**src/rtl/neuron_pkg.sv**
```systemverilog
// Shared types for the neuron datapath: FSM state encoding and the accumulator
// width rule used by both this MAC and the downstream ReLU activation stage.
package neuron_pkg;

    typedef enum logic [1:0] {
        IDLE,
        ACC,
        DRAIN,
        OUT
    } state_t;

    function automatic int accw(input int data_w, input int ext_w);
        return 2 * data_w + ext_w;
    endfunction

endpackage

```
**src/rtl/neuron_mac_if.sv**
```systemverilog
// Input-pair / result handshake bundle between a neuron source and neuron_mac.
interface neuron_mac_if
    import neuron_pkg::*;
#(
    parameter int dataWidth = 16,
    parameter int ACCW      = accw(16, 10)
);

    logic                          start;
    logic signed [2*dataWidth-1:0] bias;
    logic                          in_valid;
    logic                          in_ready;
    logic signed [dataWidth-1:0]   in_data;
    logic signed [dataWidth-1:0]   weight;
    logic                          out_valid;
    logic                          out_ready;
    logic signed [ACCW-1:0]        out_sum;

    modport master (
        output start, bias, in_valid, in_data, weight, out_ready,
        input  in_ready, out_valid, out_sum
    );

    modport slave (
        input  start, bias, in_valid, in_data, weight, out_ready,
        output in_ready, out_valid, out_sum
    );

endinterface

```
**src/rtl/neuron_mul.sv**
```systemverilog
// Registered full-precision signed multiply; one cycle of latency, valid travels with the product.
module neuron_mul #(
    parameter int dataWidth = 16
) (
    input  logic                          clk,
    input  logic                          rst_n,
    input  logic                          en,
    input  logic signed [dataWidth-1:0]   a,
    input  logic signed [dataWidth-1:0]   b,
    output logic signed [2*dataWidth-1:0] prod_p1,
    output logic                          vld_p1
);

    // stage 1: product register
    always_ff @(posedge clk or negedge rst_n) begin
        if (!rst_n) begin
            prod_p1 <= '0;
            vld_p1  <= 1'b0;
        end else begin
            vld_p1 <= en;
            if (en) begin
                prod_p1 <= a * b;
            end
        end
    end

endmodule

```
**src/rtl/neuron_mac.sv**
```systemverilog
// Neuron multiply-accumulate: sums numInputs activation*weight products onto a bias.
// Build macro NEURON_MAC_SAT_EN selects a clamping accumulator with sticky sat_flag.
module neuron_mac
    import neuron_pkg::*;
#(
    parameter int dataWidth      = 16,
    parameter int weightIntWidth = 4,
    parameter int IntWidthExtend = 10,
    parameter int numInputs      = 126
) (
    input  logic         clk,
    input  logic         rst_n,
    neuron_mac_if.slave  bus
`ifdef NEURON_MAC_SAT_EN
    ,
    output logic         sat_flag
`endif
);

    localparam int ACCW = accw(dataWidth, IntWidthExtend);
    localparam int PW   = 2 * dataWidth;
    localparam int CW   = $clog2(numInputs + 1);

    if (weightIntWidth < 1 || weightIntWidth > dataWidth) begin : g_fmt_check
        $error("neuron_mac: weightIntWidth must lie within 1..dataWidth");
    end

    state_t                 state_q, state_d;
    logic [CW-1:0]          cnt_p0;
    logic                   in_ready_c;
    logic                   xfer;
    logic                   load;
    logic signed [PW-1:0]   prod_p1;
    logic                   vld_p1;
    logic signed [ACCW-1:0] acc_p2;
    logic signed [ACCW-1:0] acc_nxt;
    logic signed [ACCW-1:0] out_sum_p3;
    logic                   out_vld_p3;
    logic                   out_hs;

    function automatic logic signed [ACCW-1:0] acc_wrap(
        input logic signed [ACCW-1:0] a,
        input logic signed [PW-1:0]   p
    );
        return a + ACCW'(p);
    endfunction

`ifdef NEURON_MAC_SAT_EN
    logic signed [ACCW:0] sum_w;
    logic                 ovf;

    // One guard bit exposes overflow as disagreement between the top two bits.
    function automatic logic signed [ACCW-1:0] acc_sat(input logic signed [ACCW:0] s);
        logic signed [ACCW-1:0] lim;
        lim = {1'b0, {(ACCW-1){1'b1}}};
        if (s[ACCW] != s[ACCW-1]) begin
            return s[ACCW] ? ~lim : lim;
        end
        return s[ACCW-1:0];
    endfunction

    assign sum_w   = (ACCW+1)'(acc_p2) + (ACCW+1)'(prod_p1);
    assign ovf     = sum_w[ACCW] ^ sum_w[ACCW-1];
    assign acc_nxt = acc_sat(sum_w);
`else
    assign acc_nxt = acc_wrap(acc_p2, prod_p1);
`endif

    assign out_hs = out_vld_p3 && bus.out_ready;
    assign xfer   = bus.in_valid && in_ready_c;
    assign load   = bus.start && ((state_q == IDLE) || (state_q == OUT && out_hs));

    always_comb begin
        state_d    = state_q;
        in_ready_c = 1'b0;
        case (state_q)
            IDLE: begin
                if (bus.start) state_d = ACC;
            end
            ACC: begin
                in_ready_c = (cnt_p0 < CW'(numInputs));
                if (bus.in_valid && in_ready_c && cnt_p0 == CW'(numInputs - 1)) begin
                    state_d = DRAIN;
                end
            end
            DRAIN: state_d = OUT;
            OUT: begin
                if (out_hs) state_d = bus.start ? ACC : IDLE;
            end
            default: state_d = IDLE;
        endcase
    end

    always_ff @(posedge clk or negedge rst_n) begin
        if (!rst_n) begin
            state_q <= IDLE;
            cnt_p0  <= '0;
        end else begin
            state_q <= state_d;
            if (load) begin
                cnt_p0 <= '0;
            end else if (xfer) begin
                cnt_p0 <= cnt_p0 + 1'b1;
            end
        end
    end

    neuron_mul #(
        .dataWidth(dataWidth)
    ) u_mul (
        .clk    (clk),
        .rst_n  (rst_n),
        .en     (xfer),
        .a      (bus.in_data),
        .b      (bus.weight),
        .prod_p1(prod_p1),
        .vld_p1 (vld_p1)
    );

    // stage 2: accumulator, seeded with the sign-extended bias on start
    always_ff @(posedge clk or negedge rst_n) begin
        if (!rst_n) begin
            acc_p2 <= '0;
        end else if (load) begin
            acc_p2 <= ACCW'(bus.bias);
        end else if (vld_p1) begin
            acc_p2 <= acc_nxt;
        end
    end

`ifdef NEURON_MAC_SAT_EN
    always_ff @(posedge clk or negedge rst_n) begin
        if (!rst_n) begin
            sat_flag <= 1'b0;
        end else if (load) begin
            sat_flag <= 1'b0;
        end else if (vld_p1 && ovf) begin
            sat_flag <= 1'b1;
        end
    end
`endif

    // stage 3: result register, captured once the drained sum has settled
    always_ff @(posedge clk or negedge rst_n) begin
        if (!rst_n) begin
            out_vld_p3 <= 1'b0;
            out_sum_p3 <= '0;
        end else if (state_q == OUT) begin
            if (!out_vld_p3) begin
                out_vld_p3 <= 1'b1;
                out_sum_p3 <= acc_p2;
            end else if (bus.out_ready) begin
                out_vld_p3 <= 1'b0;
            end
        end
    end

    assign bus.in_ready  = in_ready_c;
    assign bus.out_valid = out_vld_p3;
    assign bus.out_sum   = out_sum_p3;

endmodule
```
**src/flat_wrapper.sv**
```systemverilog
// flat-port wrapper written by rule: the top's interface ports become plain ports
module neuron_mac_flat import neuron_pkg::*;
#(
    parameter int dataWidth      = 16,
    parameter int weightIntWidth = 4,
    parameter int IntWidthExtend = 10,
    parameter int numInputs      = 126
)
  (clk, rst_n, bus_start, bus_bias, bus_in_valid, bus_in_data, bus_weight, bus_out_ready, bus_in_ready, bus_out_valid, bus_out_sum);
  neuron_mac_if #(.dataWidth(dataWidth)) bus_i ();
  input  logic clk;
  input  logic rst_n;
  input wire logic [$bits(bus_i.start)-1:0] bus_start;
  input wire logic [$bits(bus_i.bias)-1:0] bus_bias;
  input wire logic [$bits(bus_i.in_valid)-1:0] bus_in_valid;
  input wire logic [$bits(bus_i.in_data)-1:0] bus_in_data;
  input wire logic [$bits(bus_i.weight)-1:0] bus_weight;
  input wire logic [$bits(bus_i.out_ready)-1:0] bus_out_ready;
  output wire logic [$bits(bus_i.in_ready)-1:0] bus_in_ready;
  output wire logic [$bits(bus_i.out_valid)-1:0] bus_out_valid;
  output wire logic [$bits(bus_i.out_sum)-1:0] bus_out_sum;
  assign bus_i.start = bus_start;
  assign bus_i.bias = bus_bias;
  assign bus_i.in_valid = bus_in_valid;
  assign bus_i.in_data = bus_in_data;
  assign bus_i.weight = bus_weight;
  assign bus_i.out_ready = bus_out_ready;
  assign bus_in_ready = bus_i.in_ready;
  assign bus_out_valid = bus_i.out_valid;
  assign bus_out_sum = bus_i.out_sum;
  neuron_mac #(.dataWidth(dataWidth), .weightIntWidth(weightIntWidth), .IntWidthExtend(IntWidthExtend), .numInputs(numInputs)) u_core (.clk(clk), .rst_n(rst_n), .bus(bus_i));
endmodule
```
**config.mk**
```make
export PLATFORM = sky130hd
export DESIGN_NAME = neuron_mac_flat
export DESIGN_NICKNAME = d
export VERILOG_FILES = /design/src/rtl/neuron_pkg.sv /design/src/rtl/neuron_mac_if.sv /design/src/rtl/neuron_mul.sv /design/src/rtl/neuron_mac.sv /design/src/flat_wrapper.sv
export SDC_FILE = /design/constraint.sdc
export NUM_CORES = 1
export LEC_CHECK = 0
export ABC_AREA = 0
export CORE_MARGIN = 2
export CORE_UTILIZATION = 50
export DETAILED_ROUTE_END_ITERATION = 12
export GPL_ROUTABILITY_DRIVEN = 0
export PLACE_DENSITY = 0.77
export SLEW_MARGIN = 30
export SYNTH_ARGS = -nofsm -noshare
export SYNTH_HDL_FRONTEND = slang
export SYNTH_SLANG_ARGS = --single-unit
```
**constraint.sdc**
```tcl
create_clock -name clk -period 4.1 [get_ports clk]
set_clock_uncertainty 0.15 [all_clocks]
set_input_delay 0.41 -clock clk [delete_from_list [all_inputs] [get_ports clk]]
set_output_delay 0.41 -clock clk [all_outputs]
set_load 0.05 [all_outputs]
```
# After elaboration in Yosys (flattened, before gate mapping)
# Index checks and enable logic that the tools add are counted.
# classes
addsub	2
mul	1
n_div	0
magnitude_cmp	1
n_eq_ne	7
shifts	0
n_mux	12
bitwise_logic	1
reduce_logical	12
# op_table
cell	count
two-way mux 42 bit	2
adder 42 x 32 -> 42 bit	1
multiplier 16 x 16 -> 32 bit	1
two-way mux 7 bit	2
case mux 2 bit (4 select lines)	1
adder 7 x 1 -> 7 bit, second input constant	1
== test 7 bit, second input constant	1
less-than comparator 7 bit, second input constant	1
logical AND 1 bit	6
two-way mux 2 bit	3
== test 2 bit, second input constant	2
two-way mux 1 bit	4
!= test 2 x 1 -> 1 bit, second input constant	2
nonzero test 2 bit	2
AND reduction 3 bit	1
== test 2 x 1 -> 1 bit, second input constant	1
zero test 2 bit	1
!= test 2 bit, second input constant	1
AND reduction 2 bit	1
logical OR 1 bit	1
NOT 1 bit	1
# word_totals
register_bits	127
latchBits	0
ram_bits	0
romBits	0
input_bits	69
output_inout_bits	44
n_memories	0

# Logic depth before layout (Yosys ltp)
# depth
ltp_word	5
depth_mapped	23

# Hierarchy
# Synthesis repeated with hierarchy kept, for this count alone.
# hier_totals
cells_unflattened	1853
hier_area_um2	17491.8
# modules_own_cells
mod	n_inst	cells_each	area_per_inst_um2
neuron_mul	1	1203	11200.7
neuron_mac	1	650	6291.0

# Worst setup path after synthesis
# No wires, ideal clock.
# synth_timing
path_type	input -> register
startpoint	input bus_weight[1]
endpoint	register u_core.u_mul.prod_p1[31]
setup_ns	0.134
arrival_time_ns	5.972
t_required_ns	3.816
path_slack_ns	-2.156
cell_stages	21
n_path_buf	1
cell_sequence	clkbuf_1 nand2_1 inv_1 fa_1 fa_1 fa_1 fa_1 fa_1 inv_1 fa_1 inv_1 ha_1 a21o_1 a21o_1 a2111oi_0 o31ai_1 a21oi_1 o211ai_1 a31oi_1 xnor2_1 o21ai_0
# synth_between
elab_chain_cells	1
# synth_lines
item	line	text
start: declaration	flat_wrapper.sv:17	input wire logic [$bits(bus_i.weight)-1:0] bus_weight;
multiplier 16 x 16 -> 32 bit	neuron_mul.sv:22	prod_p1 <= a * b;
end signal: assignment	neuron_mul.sv:22	
end: declaration	neuron_mul.sv:10	output logic signed [2*dataWidth-1:0] prod_p1,
# Every way passes these cells.
# A chain may end at the register's enable or synchronous reset.

# Final worst setup path
# layout_timing
startpoint	input bus_weight[6]
endpoint	register u_core.u_mul.prod_p1[21]
# The elaborated chain is that of the path after synthesis.

==> flow_metrics.py <==
metrics = {
    "run": {
        "cap_violations": 0,
    },
    "final_layout": {
        "antennaDiodeCount": 0,
        "final_cell_area_um2": 21800,
        "mostFrequentLayoutCells": "260 x inv_1, 239 x fa_1, 196 x nand2_1",
        "layout-drive-gt1-share_pct": 25.0,
        "final_nets": 2544,
        "syn_to_final_growth_pct": 27.6,
        "layout_commonest_cell": "inv_1",
        "fin_cells": 2544,
    },
    "synthesis": {
        "synthFlopType": "dfrtp_1",
        "synthArstFlopShare_pct": 100,
        "netlist_top_cells_area": "fa_1 31%, dfrtp_1 19%, ha_1 9.5%, inv_1 6.6%, nand2_1 4.7%",
        "avgSynthCellArea_um2": 9.48,
        "synth_cells": 1797,
        "synth_edf_count": 0,
        "yosysSeqAreaShare_pct": 18.6,
        "synth_area_um2": 17000,
        "yosysTopAreaCellShare_pct": 30.9,
        "ys_warn_count": 0,
        "yosysTopAreaCell": "fa_1",
        "synth.distinct_cells": 67,
        "syn-num-nets": 2258,
        "yosys_register_bits": 127,
    },
    "die": {
        "num_rows": 67,
        "ios": 113,
        "die_w_um": 189,
        "core_um2": 33500,
        "die_h_um": 189,
        "dieArea_um2": 35600,
        "start_util_pct": 50.8,
    },
    "status": {
        "failed_checks": "negative setup slack",
        "status": "complete, but fails checks",
    },
    "drt": {
        "num_vias": 13700,
        "drt_iter0_markers": 796,
        "avgRoutedWirePerCell_um": 17.0,
        "ant_nets": 0,
        "routed_wl_um": 43200,
        "via_per_inst": 5.39,
        "route.detailed.drc": 0,
        "firstDrtPassIters": 6,
    },
    "timing": {
        "rsz0062_at_grt": "yes",
        "setup_viol": 25,
        "min_period_over_period_pct": 137,
        "maxSlewViolCount": 0,
        "period_needed_ns": 5.62,
        "relSlewSlack_pct": 36.9,
        "clock.fmax_ghz": 0.178,
        "worst_slack_ns": -1.52,
        "hold_viol_final": 0,
        "tightestPinTransition_ns": 0.946,
    },
    "worst_setup_path": {
        "crit_slowest_cell": "fa_1",
        "cp_slowest_stage_delay_ns": 0.54,
        "path_cells": "buf_6 > buf_8 > and2_4 > fa_1 > inv_2 > fa_2 > fa_1 > inv_2 > fa_1 > fa_1 > inv_2 > fa_1 > inv_2 > ha_4 > and2_4 > a221o_1 > a31o_4 > a211oi_2 > o21bai_1 > a21oi_2 > xor2_1 > o21ai_1",
        "crit_path_end_kind": "flop",
        "worstPathRequired_ns": 4.23,
        "critPathKind": "input pin to flop",
        "arrival_ns": 5.75,
        "r2r_setup_slack_ns": 0.58,
        "start_kind": "input pin",
        "cp_common_cell": "fa_1",
        "cp_max_fo": 6,
    },
    "clocking": {
        "cts_buffer_depth": 2,
        "cts_buffers": 17,
        "cts-root-buf": "clkbuf_16",
        "clock_sinks": 127,
        "cts_tree": "yes",
        "clock_latency_ns": 0.42,
        "h-tree-depth": 4,
        "clk_pin_slew_ns": 0.06,
    },
    "global_route": {
        "grt_pass1_wl_um": 71100,
        "antenna_found_initial": 0,
        "grt_pass1_vias": 14500,
        "grt_max_degree": 128,
        "overflow": 0,
        "grt.total_usage_pct": 24.5,
    },
    "placed_design": {
        "io_buffers": 112,
        "dp_slack_ns": -2.38,
        "hpwl_um": 33400,
        "placed_area_um2": 20100,
        "placedCellCount": 2459,
    },
    "min_path": {
        "hold_class": "flop to flop",
    },
}
final cells by class:
class	count	area [µm²]
multi-input combinational	1306	13200
fill	2505	11800
sequential	127	3180
timing repair buffer	330	3010
inverter	301	1130
tap	448	561
clock buffer	18	439
clock inverter	14	180
synthesized netlist by cell type, drive strengths merged (3+ instances only):
master and instances:
nor2b 7, a21oi 64, xnor2 43, o21bai 11
o31ai 3, and3 10, a2111oi 4, nor3 15
clkbuf 56, nor2 59, mux2 43, o21a 4
nor4 3, nand4 11, o21ai 93, nand3b 5
xor2 33, fa 263, or2 3, ha 129
o41ai 3, o211ai 6, a211oi 5, nand3 17
dfrtp 127, buf 7, a21boi 3, and2 127
nor3b 5, a221o 4, a311oi 4, a21o 34
nand2 213, nand2b 14, inv 301, a31oi 14
mux2i 26, and4 5
metrics by stage:
| stage | hold WS [ns] | TNS [ns] | util [%] |
|---|---|---|---|
| 2_1_floorplan | -0.0356 | -26.36 | - |
| 3_3_place_gp | 0.313 | -49.23 | 59.9 |
| 3_5_place_dp | 0.328 | -50.72 | 59.9 |
| 4_1_cts | 0.340 | -30.51 | 63.9 |
| 5_1_grt | 0.364 | -32.81 | 64.9 |
| 6_report | 0.335 | -28.93 | 64.9 |
state kept, by name, summed over array words and instances, names as in the netlist:
name	count
u_core.acc_p2	42
u_core.bus.out_valid	1
u_core.u_mul.vld_p1	1
u_core.state_q	2
u_core.cnt_p0	7
u_core.bus.out_sum	42
u_core.u_mul.prod_p1	32
layer usage:
metal  routed length [µm]  GRT usage, %
met1                18400          32.2
met2                21200          42.4
met3                 2420          3.39
met4                 1170          7.39
met5                    0             0
path summary, 6_finish.rpt:
path	from	endpoint	cells past startpoint
min in group asynchronous	rst_n	u_core.bus.out_sum[32]$_DFFE_PN0P_	3
max in group asynchronous	rst_n	u_core.u_mul.vld_p1$_DFF_PN0_	3
hold / removal	u_core.u_mul.prod_p1[10]$_DFFE_PN0P_	u_core.u_mul.prod_p1[10]$_DFFE_PN0P_	2
hold reg to reg	u_core.u_mul.prod_p1[10]$_DFFE_PN0P_	u_core.u_mul.prod_p1[10]$_DFFE_PN0P_	2
setup / recovery	bus_weight[6]	u_core.u_mul.prod_p1[21]$_DFFE_PN0P_	22
setup reg to reg	u_core.u_mul.prod_p1[0]$_DFFE_PN0P_	u_core.acc_p2[40]$_DFFE_PN0P_	12
cell families (layout without fill, tap and decap cells):
group | count (synthesis) | after routing | share of synthesized area [%]
simple gates | 499 | 499 | 14.3
fa+ha+maj | 392 | 392 | 40.4
buf+inv | 364 | 663 | 8.35
compound gates | 270 | 270 | 10.0
flops | 127 | 127 | 18.6
xor+xnor | 76 | 76 | 3.91
mux | 69 | 69 | 4.37
critical path, delay by kind of cell:
family                     cells  cell delay [ns]
adders and majority gates      7             3.29
AOI/OAI and AO/OA              6             1.14
buffers and inverters          6             0.42
and+or+nand+nor                2             0.29
xor gates and xnor gates       1             0.20
repair_timing:
item                                    4_1_cts  5_1_grt
hold buffers                                  1        0
cloned                                        2        0
endpoints found under the setup margin       26       26
setup buffers                                48       14
endpoints found under the hold margin        97        0
pin swaps                                   113      113
resized for setup                           225      143
Power is left out: the tool's default activity adds up to more than one toggle a clock period on the data nets, which glitch-free logic cannot reach.
